## config.mk

```make
export PLATFORM = sky130hd
export DESIGN_NAME = ltssm_poll_ctrl
export DESIGN_NICKNAME = d
export VERILOG_FILES = /design/src/rtl/ltssm_poll_ctrl_pkg.sv /design/src/rtl/ltssm_sat_cnt.sv /design/src/rtl/ltssm_poll_ctrl.sv
export SDC_FILE = /design/constraint.sdc
export NUM_CORES = 1
export LEC_CHECK = 0
export BUFFER_PORTS_ARGS = -buffer_cell sky130_fd_sc_hd__buf_2
export CAP_MARGIN = 20
export CORE_MARGIN = 1.5
export CORE_UTILIZATION = 45
export DETAILED_ROUTE_END_ITERATION = 8
export SETUP_SLACK_MARGIN = 0.05
export SYNTH_ARGS = -nofsm -noshare
export SYNTH_HDL_FRONTEND = slang
export SYNTH_SLANG_ARGS = --single-unit
```

## constraint.sdc

```tcl
create_clock -name clk -period 3.4 [get_ports clk]
set_clock_uncertainty 0.05 [all_clocks]
set_input_delay 0.68 -clock clk [delete_from_list [all_inputs] [get_ports clk]]
set_output_delay 0.68 -clock clk [all_outputs]
set_load 0.02 [all_outputs]
```

## src/rtl/ltssm_poll_ctrl_pkg.sv

```systemverilog
// Shared LTSSM state/substate encodings reported on ts_info, plus the
// local state encoding of the Polling controller FSM.
package ltssm_poll_ctrl_pkg;

    localparam logic [3:0] LTSSM_POLL        = 4'h2;
    localparam logic [3:0] LTSSM_POLL_ACTIVE = 4'h0;
    localparam logic [3:0] LTSSM_POLL_CFG    = 4'h1;
    localparam logic [3:0] LTSSM_CFG         = 4'h3;

    typedef enum logic [1:0] {
        ST_IDLE  = 2'd0,
        ST_P_ACT = 2'd1,
        ST_P_CFG = 2'd2,
        ST_CFG   = 2'd3
    } poll_state_t;

endpackage

```

## src/rtl/ltssm_sat_cnt.sv

```systemverilog
// Saturating up-counter with synchronous clear; clear wins over increment.
module ltssm_sat_cnt #(
    parameter int W = 16
) (
    input  logic         clk,
    input  logic         rst,
    input  logic         clr,
    input  logic         inc,
    input  logic [W-1:0] limit,
    output logic [W-1:0] count
);

    logic [W-1:0] count_reg;
    logic [W-1:0] count_next;

    always_comb begin
        count_next = count_reg;
        if (clr) begin
            count_next = '0;
        end else if (inc && (count_reg < limit)) begin
            count_next = count_reg + {{(W-1){1'b0}}, 1'b1};
        end
    end

    always_ff @(posedge clk) begin
        if (rst) begin
            count_reg <= '0;
        end else begin
            count_reg <= count_next;
        end
    end

    assign count = count_reg;

endmodule

```

## src/rtl/ltssm_poll_ctrl.sv

```systemverilog
// LTSSM Polling controller: sequences Poll.Active -> Poll.Config -> Configuration,
// handshakes substate changes with the TS analyzer and enforces TX counts and timeouts.
import ltssm_poll_ctrl_pkg::*;

module ltssm_poll_ctrl #(
    parameter int TX_NUM_ACT = 1024,
    parameter int TX_NUM_CFG = 16,
    parameter int TO_ACT     = 24000000,
    parameter int TO_CFG     = 48000000
) (
    input  logic       clk,
    input  logic       rst,
    input  logic       start,
    input  logic       ts_update_ack,
    input  logic       tsa_p_a2c,
    input  logic       tsa_p2c,
    input  logic       tx_ts_sent,
    output logic [7:0] ts_info,
    output logic       ts_update,
    output logic       ts_stop,
    output logic       to_tsa_ts_sent_enough,
    output logic       tx_ts_en,
    output logic       tx_ts_type,
    output logic       cfg_entry,
    output logic       poll_fail
);

    localparam logic [15:0] TX_ACT_W = 16'(TX_NUM_ACT);
    localparam logic [15:0] TX_CFG_W = 16'(TX_NUM_CFG);
    localparam logic [31:0] TO_ACT_W = 32'(TO_ACT);
    localparam logic [31:0] TO_CFG_W = 32'(TO_CFG);

    poll_state_t state_reg, state_next;
    logic [7:0]  ts_info_reg, ts_info_next;
    logic        ts_update_reg, ts_update_next;
    logic        ts_stop_reg, ts_stop_next;
    logic        sent_enough_reg, sent_enough_next;
    logic        tx_ts_en_reg, tx_ts_en_next;
    logic        tx_ts_type_reg, tx_ts_type_next;
    logic        cfg_entry_reg, cfg_entry_next;
    logic        poll_fail_reg, poll_fail_next;

    logic [15:0] tx_cnt;
    logic [15:0] tx_target;
    logic [31:0] timer_cnt;
    logic        in_poll;
    logic        cnt_clr;
    logic        hs_done;
    logic        enough_hit;

    assign in_poll   = (state_reg == ST_P_ACT) || (state_reg == ST_P_CFG);
    assign tx_target = (state_reg == ST_P_CFG) ? TX_CFG_W : TX_ACT_W;
    assign hs_done   = ~ts_update_reg;
    // Both counters restart on every substate change and stay idle outside Polling.
    assign cnt_clr   = ~in_poll || (state_next != state_reg);
    // Count as it will read after this edge, so the flag lands one cycle after the pulse.
    assign enough_hit = (tx_cnt >= tx_target) ||
                        (tx_ts_sent && ((tx_cnt + 16'd1) >= tx_target));

    ltssm_sat_cnt #(.W(16)) u_tx_cnt (
        .clk   (clk),
        .rst   (rst),
        .clr   (cnt_clr),
        .inc   (tx_ts_sent),
        .limit (tx_target),
        .count (tx_cnt)
    );

    ltssm_sat_cnt #(.W(32)) u_timer (
        .clk   (clk),
        .rst   (rst),
        .clr   (cnt_clr),
        .inc   (1'b1),
        .limit (32'hFFFF_FFFF),
        .count (timer_cnt)
    );

    always_comb begin
        state_next     = state_reg;
        ts_info_next   = ts_info_reg;
        ts_update_next = ts_update_reg & ~ts_update_ack;
        ts_stop_next   = 1'b0;
        poll_fail_next = 1'b0;
        case (state_reg)
            ST_IDLE: begin
                if (start) begin
                    state_next     = ST_P_ACT;
                    ts_info_next   = {LTSSM_POLL, LTSSM_POLL_ACTIVE};
                    ts_update_next = 1'b1;
                end
            end
            ST_P_ACT: begin
                // Success is tested first so it wins over a coincident timeout.
                if (hs_done && sent_enough_reg && tsa_p_a2c) begin
                    state_next     = ST_P_CFG;
                    ts_info_next   = {LTSSM_POLL, LTSSM_POLL_CFG};
                    ts_update_next = 1'b1;
                end else if (timer_cnt == TO_ACT_W) begin
                    state_next     = ST_IDLE;
                    ts_info_next   = 8'h00;
                    ts_update_next = 1'b0;
                    ts_stop_next   = 1'b1;
                    poll_fail_next = 1'b1;
                end
            end
            ST_P_CFG: begin
                if (hs_done && sent_enough_reg && tsa_p2c) begin
                    state_next     = ST_CFG;
                    ts_info_next   = {LTSSM_CFG, 4'h0};
                    ts_update_next = 1'b0;
                    ts_stop_next   = 1'b1;
                end else if (timer_cnt == TO_CFG_W) begin
                    state_next     = ST_IDLE;
                    ts_info_next   = 8'h00;
                    ts_update_next = 1'b0;
                    ts_stop_next   = 1'b1;
                    poll_fail_next = 1'b1;
                end
            end
            ST_CFG: begin
                state_next = ST_CFG;
            end
            default: begin
                state_next = ST_IDLE;
            end
        endcase
        tx_ts_en_next    = (state_next == ST_P_ACT) || (state_next == ST_P_CFG);
        tx_ts_type_next  = (state_next == ST_P_CFG);
        cfg_entry_next   = (state_next == ST_CFG);
        sent_enough_next = ~cnt_clr && enough_hit;
    end

    always_ff @(posedge clk) begin
        if (rst) begin
            state_reg       <= ST_IDLE;
            ts_info_reg     <= 8'h00;
            ts_update_reg   <= 1'b0;
            ts_stop_reg     <= 1'b0;
            sent_enough_reg <= 1'b0;
            tx_ts_en_reg    <= 1'b0;
            tx_ts_type_reg  <= 1'b0;
            cfg_entry_reg   <= 1'b0;
            poll_fail_reg   <= 1'b0;
        end else begin
            state_reg       <= state_next;
            ts_info_reg     <= ts_info_next;
            ts_update_reg   <= ts_update_next;
            ts_stop_reg     <= ts_stop_next;
            sent_enough_reg <= sent_enough_next;
            tx_ts_en_reg    <= tx_ts_en_next;
            tx_ts_type_reg  <= tx_ts_type_next;
            cfg_entry_reg   <= cfg_entry_next;
            poll_fail_reg   <= poll_fail_next;
        end
    end

    assign ts_info               = ts_info_reg;
    assign ts_update             = ts_update_reg;
    assign ts_stop               = ts_stop_reg;
    assign to_tsa_ts_sent_enough = sent_enough_reg;
    assign tx_ts_en              = tx_ts_en_reg;
    assign tx_ts_type            = tx_ts_type_reg;
    assign cfg_entry             = cfg_entry_reg;
    assign poll_fail             = poll_fail_reg;

endmodule

```

## Word-level counts from Yosys, hierarchy flattened

Index checks and enable logic that the tools add are counted.

| storage, ports and cells | value |
|---|---|
| bits in registers | 65 |
| bits in latches | 0 |
| bits in writable memories | 0 |
| memory bits (read-only) | 0 |
| word-level logic and storage cells | 74 |
| memories | 0 |

| operators by class | value |
|---|---|
| add/subtract/negate cells | 2 |
| multipliers | 0 |
| divide/modulo/power cells | 0 |
| order comparisons | 4 |
| equal/unequal tests | 12 |
| shift operators | 0 |
| muxes and demuxes | 26 |
| bitwise operators | 5 |
| reductions and logical operators | 14 |

Operator list:

| operator | number |
|---|---|
| two-way mux 8 bit | 5 |
| adder 32 x 1 -> 32 bit, second input constant | 1 |
| equality test 32 x 25 -> 1 bit, second input constant | 1 |
| equality test 32 x 26 -> 1 bit, second input constant | 1 |
| greater-or-equal comparator 16 x 11 -> 1 bit | 2 |
| < comparator 32 bit, second input constant | 1 |
| one-hot mux 8 bit (3 select lines) | 1 |
| adder 16 x 1 -> 16 bit, second input constant | 1 |
| < comparator 16 x 11 -> 1 bit | 1 |
| two-way mux 11 bit | 1 |
| two-way mux 1 bit | 10 |
| two-way mux 2 bit | 5 |
| equality test 2 bit, second input constant | 4 |
| one-hot mux 2 bit (4 select lines) | 1 |
| logical AND 1 bit | 6 |
| inequality test 3 x 1 -> 1 bit, second input constant | 2 |
| equality test 2 x 1 -> 1 bit, second input constant | 2 |
| logical OR 1 bit | 4 |
| NOT 1 bit | 4 |
| one-hot mux 1 bit (2 select lines) | 2 |
| AND reduction 4 bit | 1 |
| one-hot mux 1 bit (3 select lines) | 1 |
| nonzero test 3 bit | 1 |
| logical NOT 2 bit | 1 |
| other kinds (4) | 4 |

## Longest topological paths before layout

Gate-level depths: netlist of the first run.

| depth | value |
|---|---|
| depth after elaboration | 9 |
| gate-level depth with buffers | 11 |
| mapped depth without buffers | 11 |

## Hierarchy

From an unflattened synthesis of the first run, not the netlist that was laid out.

| second synthesis, totals | value |
|---|---|
| cells, all modules | 583 |
| area total of the unflattened synthesis | 4,770.8 um^2 |

By module, submodules not included:

| module | times used | cells an instance | area an instance (um^2) | seq. area each (um^2) |
|---|---|---|---|---|
| ltssm_sat_cnt (u_timer) | 1 | 299 | 2,412.3 | 640.6 |
| ltssm_poll_ctrl | 1 | 140 | 1,202.4 | 240.2 |
| ltssm_sat_cnt (u_tx_cnt) | 1 | 144 | 1,156.1 | 320.3 |

## Worst setup path after synthesis of the first run

OpenSTA, ideal clock, no wires.

| timing | value |
|---|---|
| kind | register to register |
| start point | register state_reg[0] |
| end point | register u_tx_cnt.count_reg[9] (netlist: u_tx_cnt.count[9]) |
| arrival time | 2.391 ns |
| data required time | 3.236 ns |
| setup slack | 0.845 ns |
| stages on the path, launching flop included | 10 |
| path buffers | 1 |
| period minus slack after synthesis | 2.555 ns |
| cells stage by stage | dfxtp_1 -> inv_1 -> ha_1 -> ha_1 -> or4_1 -> a211oi_1 -> clkbuf_1 -> nand4_1 -> xor2_1 -> nor2_1 |

| on the way | value |
|---|---|
| cells in the longest elaborated chain, start to end | 6 |

Ends and longest elaborated chain:

| what | line | source |
|---|---|---|
| start, declared | ltssm_poll_ctrl.sv:33 | `poll_state_t state_reg, state_next;` |
| start signal, assigned | ltssm_poll_ctrl.sv:145 | `state_reg <= state_next;` |
| parallel branches: the longest is 6 deep, another holds < comparator 16 x 11 -> 1 bit | n/a |  |
| end signal, assigned | ltssm_sat_cnt.sv:29 | `count_reg <= count_next;` |
| end, declared | ltssm_sat_cnt.sv:13 | `logic [W-1:0] count_reg;` |

Several ways; the timed one is not identified.
A chain may end at the register's enable or synchronous reset.

## Worst setup path in the final report of the first run

| timing | value |
|---|---|
| start point | register state_reg[0] |
| end point | register u_tx_cnt.count_reg[3] (netlist: u_tx_cnt.count[3]) |

Same word-level chain as after synthesis.

==> impl_metrics.yaml, run 1 <==
clock_tree:
  clock_sinks: 60
  numCtsBuffers: 9
  clockBufferDepth: 2
  postCtsSetupBuffers: 0
  htreeDepth: 3
  cts_tree: "yes"
  clk_transition_reported_paths_ps: 70
  post_cts_resize_count: 0
  hold_buffers: 0
  cts-root-buf: "clkbuf_8"
  clock_latency_ps: 330
logic_synthesis:
  yosysTopAreaCell: "dfxtp_1"
  syn_avg_cell_area_sq_um: 8.03
  ys_seq_area_share_pct: 35.9
  postSynth.asyncResetShare_pct: 0
  synth_cell_type_count: 47
  yosys_most_used_dff: "dfxtp_1"
  syn_inst: 417
  syn-cell-area_sq_mm: 0.00335
  yosys-top-cells-area: "dfxtp_1, xor2_1, nor2_1"
  yosysWarningCount: 0
  synth_top_area_share_pct: 35.9
  synth-edff-count: 0
  synth-seq-cells: 60
placed_design:
  pre_cts_ws_ps: 562
  globalplace.congestion: 0.920
  post-dp-hpwl_um: 5010
  io_buffers: 16
sta:
  slew_headroom_pct: 50.1
  min_period_ps: 2850
  rsz0062_at_grt: "false"
  finalHoldViolCount: 0
  whs_ps: 393
  fin_crit_sh_pct: 83.7
  tns_ps: 0
  fin_ws_ps: 554
  slew_viol_final: 0
  worstMarginPinSlew_ps: 742
  setup_viol: 0
  timing.fmax_mhz: 351
finish:
  areaGrowthSynthToFinish_pct: 11.8
  drive_gt1_share_pct: 9.66
  diodes: 0
  final_util_pct: 51.9
  largest_reg_flops: 32
  nets: 453
  n_fill_cell: 716
detailed_routing:
  wl_per_cell_um: 13.2
  routed-via-count: 2873
  met3_length_um: 300
  totalWireLength_um: 7070
  drt.antenna.violating_nets: 0
  top_layer: "met4"
  dr_wl_met2_um: 3300
  via_per_inst: 5.38
  met1Wirelength_um: 3360
  dr.pass1.iters: 4
  drtIter0Drc: 95
  remaining_drc_errors: 0
die:
  core_sq_mm: 0.00721
  rows: 31
  die_x_um: 89.3
  initial_core_util_pct: 46.4
  die_y_um: 89.3
  die-area_sq_mm: 0.00797
  ios: 22
critical_path:
  critPathKind: "reg -> reg"
  worstPathCellList: "inv_1, ha_1, ha_1, or4_1, a211oi_1, buf_4, nand4_1, xor2_1, nor2_1"
  crit_fanout: 6
  end_kind: "register"
  crit_family: "simple AND/OR/NAND/NOR gates"
  arrival_ps: 2990
  worst_path_most_repeated_cell: "ha_1"
  worstPathRequired_ps: 3540
  slowest_delay_ps: 580
  timing.rr.start: "state_reg[0]$_SDFF_PP0_"
  worstSetupStartpointType: "register"
  crit_start: "state_reg[0]$_SDFF_PP0_"
  cp_num_buf_inv: 2
  slowest_stage: "a211oi_1"
global_route:
  gr-total-overflow: 0
  grt_max_degree: 33
  antenna_found_initial: 0
  grt_pass1_vias: 2601
  grt_pass1_wl_um: 11800
  track_usage_pct: 19.1
run_status:
  status: "finished clean"
power_and_ir_drop:
  leakage_nw: 1.32
  cellPowerDensity_mw_per_mm2: 413
  ir_drop_v: 0.000188
flow_run:
  max-cap-violations: 0
worst_hold_path:
  hp-start: "u_tx_cnt.count[13]$_SDFFE_PP0P_"
  hold_path.class: "reg -> reg"
worst reg2reg max path, delay by kind of cell (launching register included):
kind | cells | cell delay (ps)
simple gates | 3 | 690
compound gates | 1 | 580
fa+ha+maj | 2 | 420
buf+inv | 2 | 410
flops | 1 | 400
xor+xnor | 1 | 150
area by class of cell:
cell class | count | area [sq um] | area share, %
well taps | 99 | 124 | 3.31
multi-input cells | 313 | 1960 | 52.4
clock inverters | 4 | 72.6 | 1.94
clock buffers | 11 | 151 | 4.04
flip-flops and latches | 60 | 1200 | 32.1
inverters | 24 | 90.1 | 2.41
repair buffers | 23 | 145 | 3.88
worst paths after layout:
check | endpoint | cells past startpoint | slack, ps
max | u_tx_cnt.count[3]$_SDFFE_PP0P_ | 9 | 550
min | u_tx_cnt.count[13]$_SDFFE_PP0P_ | 2 | 390
max reg2reg | u_tx_cnt.count[3]$_SDFFE_PP0P_ | 9 | 550
min reg2reg | u_tx_cnt.count[13]$_SDFFE_PP0P_ | 2 | 390
synthesized netlist by cell type (all sizes together), types with 2 or more instances:
library cell	count
mux2i	3
nand2b	3
o31ai	4
a31oi	5
a311oi	2
and3	10
ha	15
nor2	67
o22ai	4
o21ai	4
clkbuf	14
nor3	10
nor2b	5
o211ai	3
nand4b	2
nor4b	2
dfxtp	60
and2	2
or4	3
xor2	34
nand3	27
a41oi	2
nand3b	3
xnor2	12
nand4	24
nor4	7
a21oi	13
or3	3
buf	10
inv	24
nand2	27
a211oi	2
cell usage in the layout (no fill, tap or decap), drive strengths merged, types with 5 or more instances in the layout:
cell	n
dfxtp	60
nand2	27
conb	5
xnor2	12
nand4	24
nand3	27
inv	24
a31oi	5
nor4	7
nor3	10
ha	15
clkbuf	11
xor2	34
nor2	67
and3	10
a21oi	13
buf	23
nor2b	5
through the flow:
step	power (W)	std cells	instance area, sq um
after detailed placement	0.000837	519	3520
after global routing	0.00161	534	3740
after CTS	0.00157	534	3740
after global placement	0.000837	519	3520
after floorplan	0.000813	421	3360
final	0.00155	534	3740
power breakdown:
group / switching [W] / internal (W) / leakage [nW] / total (W)
registers: 0.00000660 / 0.000710 / 0.484 / 0.000717
clock network: 0.000277 / 0.000447 / 0.111 / 0.000725
logic: 0.0000685 / 0.0000356 / 0.727 / 0.000104
layer usage:
metal	up-vias	track usage [%]
met5	-	0
met4	0	9.09
met3	9	3.32
met2	68	31.4
met1	1327	24.4
li1	1469	-
logic make-up after synthesis:
kind of cell	share of synthesized area [%]
AND/OR/NAND/NOR	30.1
other	0.112
XOR/XNOR	12.0
AO/OA/AOI/OAI	9.04
multiplexers	0.897
adder cells (fa/ha/maj)	5.60
flip-flops	35.9
buffers and inverters	6.39
Note: power is estimated with default switching activity, not from simulation.
==> run 2, diff against run 1 <==
--- a/config.mk
+++ b/config.mk
@@ -5,6 +5,7 @@
 export SDC_FILE = /design/constraint.sdc
 export NUM_CORES = 1
 export LEC_CHECK = 0
+export ABC_AREA = 1
 export BUFFER_PORTS_ARGS = -buffer_cell sky130_fd_sc_hd__buf_2
 export CAP_MARGIN = 20
 export CORE_MARGIN = 1.5
==> constraint.sdc (replaced) <==
create_clock -name clk -period 2.8 [get_ports clk]
set_clock_uncertainty 0.05 [all_clocks]
set_input_delay 0.56 -clock clk [delete_from_list [all_inputs] [get_ports clk]]
set_output_delay 0.56 -clock clk [all_outputs]
set_load 0.02 [all_outputs]
==> impl_metrics.yaml, run 2 <==
logic_synthesis:
  synth-seq-cells: 60
  yosysWarningCount: 0
  syn_inst: 624
  yosys_most_used_dff: "dfxtp_1"
  yosysTopAreaCell: "dfxtp_1"
  yosys-top-cells-count: "nor2_1, nand2_1, inv_1"
  synth-edff-count: 0
  ys_seq_area_share_pct: 30.7
  postSynth.asyncResetShare_pct: 0
  yosys-top-cells-area: "dfxtp_1, nor2_1, nand2_1"
  synth_top_area_share_pct: 30.7
  synth.most_common_cell: "nor2_1"
  syn_avg_cell_area_sq_um: 6.26
  syn-cell-area_sq_mm: 0.00391
  synth_cell_type_count: 30
global_route:
  gr-total-overflow: 0
  track_usage_pct: 22.6
  grt_pass1_wl_um: 16000
  grt_pass1_vias: 3526
  grt_max_degree: 32
  antenna_found_initial: 0
clock_tree:
  clock_sinks: 60
  post_cts_resize_count: 0
  clock_latency_ps: 360
  postCtsSetupBuffers: 0
  clk_transition_reported_paths_ps: 70
  cts_tree: "yes"
  numCtsBuffers: 9
  hold_buffers: 0
  clockBufferDepth: 2
  cts-root-buf: "clkbuf_8"
  htreeDepth: 3
placed_design:
  globalplace.congestion: 0.958
  dp_cells: 735
  io_buffers: 16
  post-dp-hpwl_um: 7200
sta:
  whs_ps: 412
  min_period_ps: 2380
  slew_viol_final: 0
  rsz0062_at_grt: "false"
  worstMarginPinSlew_ps: 511
  setup_viol: 0
  fin_crit_sh_pct: 85.2
  finalHoldViolCount: 0
  slew_headroom_pct: 65.7
  timing.fmax_mhz: 419
  tns_ps: 0
detailed_routing:
  drt.antenna.violating_nets: 0
  routed-via-count: 3780
  via_per_inst: 5.03
  drtIter0Drc: 135
  wl_per_cell_um: 12.6
  dr.pass1.iters: 5
  remaining_drc_errors: 0
  totalWireLength_um: 9430
run_status:
  status: "finished clean"
critical_path:
  critPathKind: "reg -> reg"
  worstSetupStartpointType: "register"
  arrival_ps: 2570
  worstPathRequired_ps: 2990
  end_kind: "register"
  crit_fanout: 13
die:
  ios: 22
  die-area_sq_mm: 0.00925
  die_x_um: 96.2
  rows: 33
  initial_core_util_pct: 47.1
  die_y_um: 96.2
  core_sq_mm: 0.00830
power_and_ir_drop:
  ir_drop_v: 0.000210
  leakage_nw: 1.76
  cellPowerDensity_mw_per_mm2: 465
finish:
  drive_gt1_share_pct: 7.28
  diodes: 0
  n_fill_cell: 886
  multi_input_area_sq_mm: 0.00230
  largest_reg_flops: 32
  nets: 663
  areaGrowthSynthToFinish_pct: 8.78
  final_cell_count_no_fill: 751
  final_common_cell: "nor2_1"
  regArea_sq_mm: 0.00120
  final_cell_mix: "nor2_1, nand2_1, inv_1, dfxtp_1, nand3_1"
flow_run:
  max-cap-violations: 0
worst_hold_path:
  hold_path.class: "reg -> reg"
==> run 2: metrics by stage <==
step	instance area, sq um	util (%)	setup slack, ps	power (W)
6_report	4250	51.2	416	0.00198
3_5_place_dp	4030	48.6	352	0.00111
2_1_floorplan	3920	-	683	0.00107
4_1_cts	4250	51.2	343	0.00200
3_3_place_gp	4030	48.6	434	0.00111
5_1_grt	4250	51.2	143	0.00206
==> run 2: final cells by class <==
class,count,area share (%)
Clock buffer,10,3.00
Sequential cell,60,28.3
Inverter,78,6.92
Timing Repair Buffer,20,2.59
Tap cell,105,3.09
Clock inverter,6,2.06
Multi-Input combinational cell,472,54.1
==> run 2: where the power goes <==
| group | switching [W] | internal, W |
|---|---|---|
| Combinational | 0.000147 | 0.0000658 |
| Sequential | 0.0000119 | 0.000869 |
| Clock | 0.000379 | 0.000503 |
| Total | 0.000538 | 0.00144 |
==> run 2: kinds of logic (layout without fill, tap and decap cells) <==
| family | count (synthesis) | in the layout | synth area share, % |
|---|---|---|---|
| compound gates | 27 | 27 | 3.72 |
| buf+inv | 96 | 114 | 10.9 |
| simple gates | 392 | 392 | 42.3 |
| other cells | 1 | 5 | 0.0960 |
| flops | 60 | 60 | 30.7 |
| fa+ha+maj | 15 | 15 | 4.80 |
| xor+xnor | 33 | 33 | 7.40 |
==> run 2: worst paths after layout <==
check / start / endpoint / slack, ps / depth (start not counted)
worst max-delay path: state_reg[0]$_SDFF_PP0_ / u_tx_cnt.count[2]$_SDFFE_PP0P_ / 420 / 13
worst min-delay path: ts_info[5]$_SDFFE_PP0P_ / ts_info[5]$_SDFFE_PP0P_ / 410 / 2
worst max register to register: state_reg[0]$_SDFF_PP0_ / u_tx_cnt.count[2]$_SDFFE_PP0P_ / 420 / 13
worst min register to register: ts_info[5]$_SDFFE_PP0P_ / ts_info[5]$_SDFFE_PP0P_ / 410 / 2
==> run 2: metal layers <==
metal  up-vias  global-route usage, %  routed length (um)
met5         -                      0                   0
met4         0                   11.4                 301
met3        25                   3.95                 380
met2        87                   37.0                4380
met1      1699                   28.3                4370
li1       1969                      -                   -
==> run 2: worst max-delay path, cell delays in order, from the launching register on <==
cell,delay (ps)
dfxtp_1,410
inv_1,110
ha_1,330
ha_1,320
nand2_1,60
nor4_1,300
nand2_1,110
nand3_1,120
buf_4,200
inv_1,70
nand2_1,60
nand2_1,50
inv_1,50
nor2_1,30
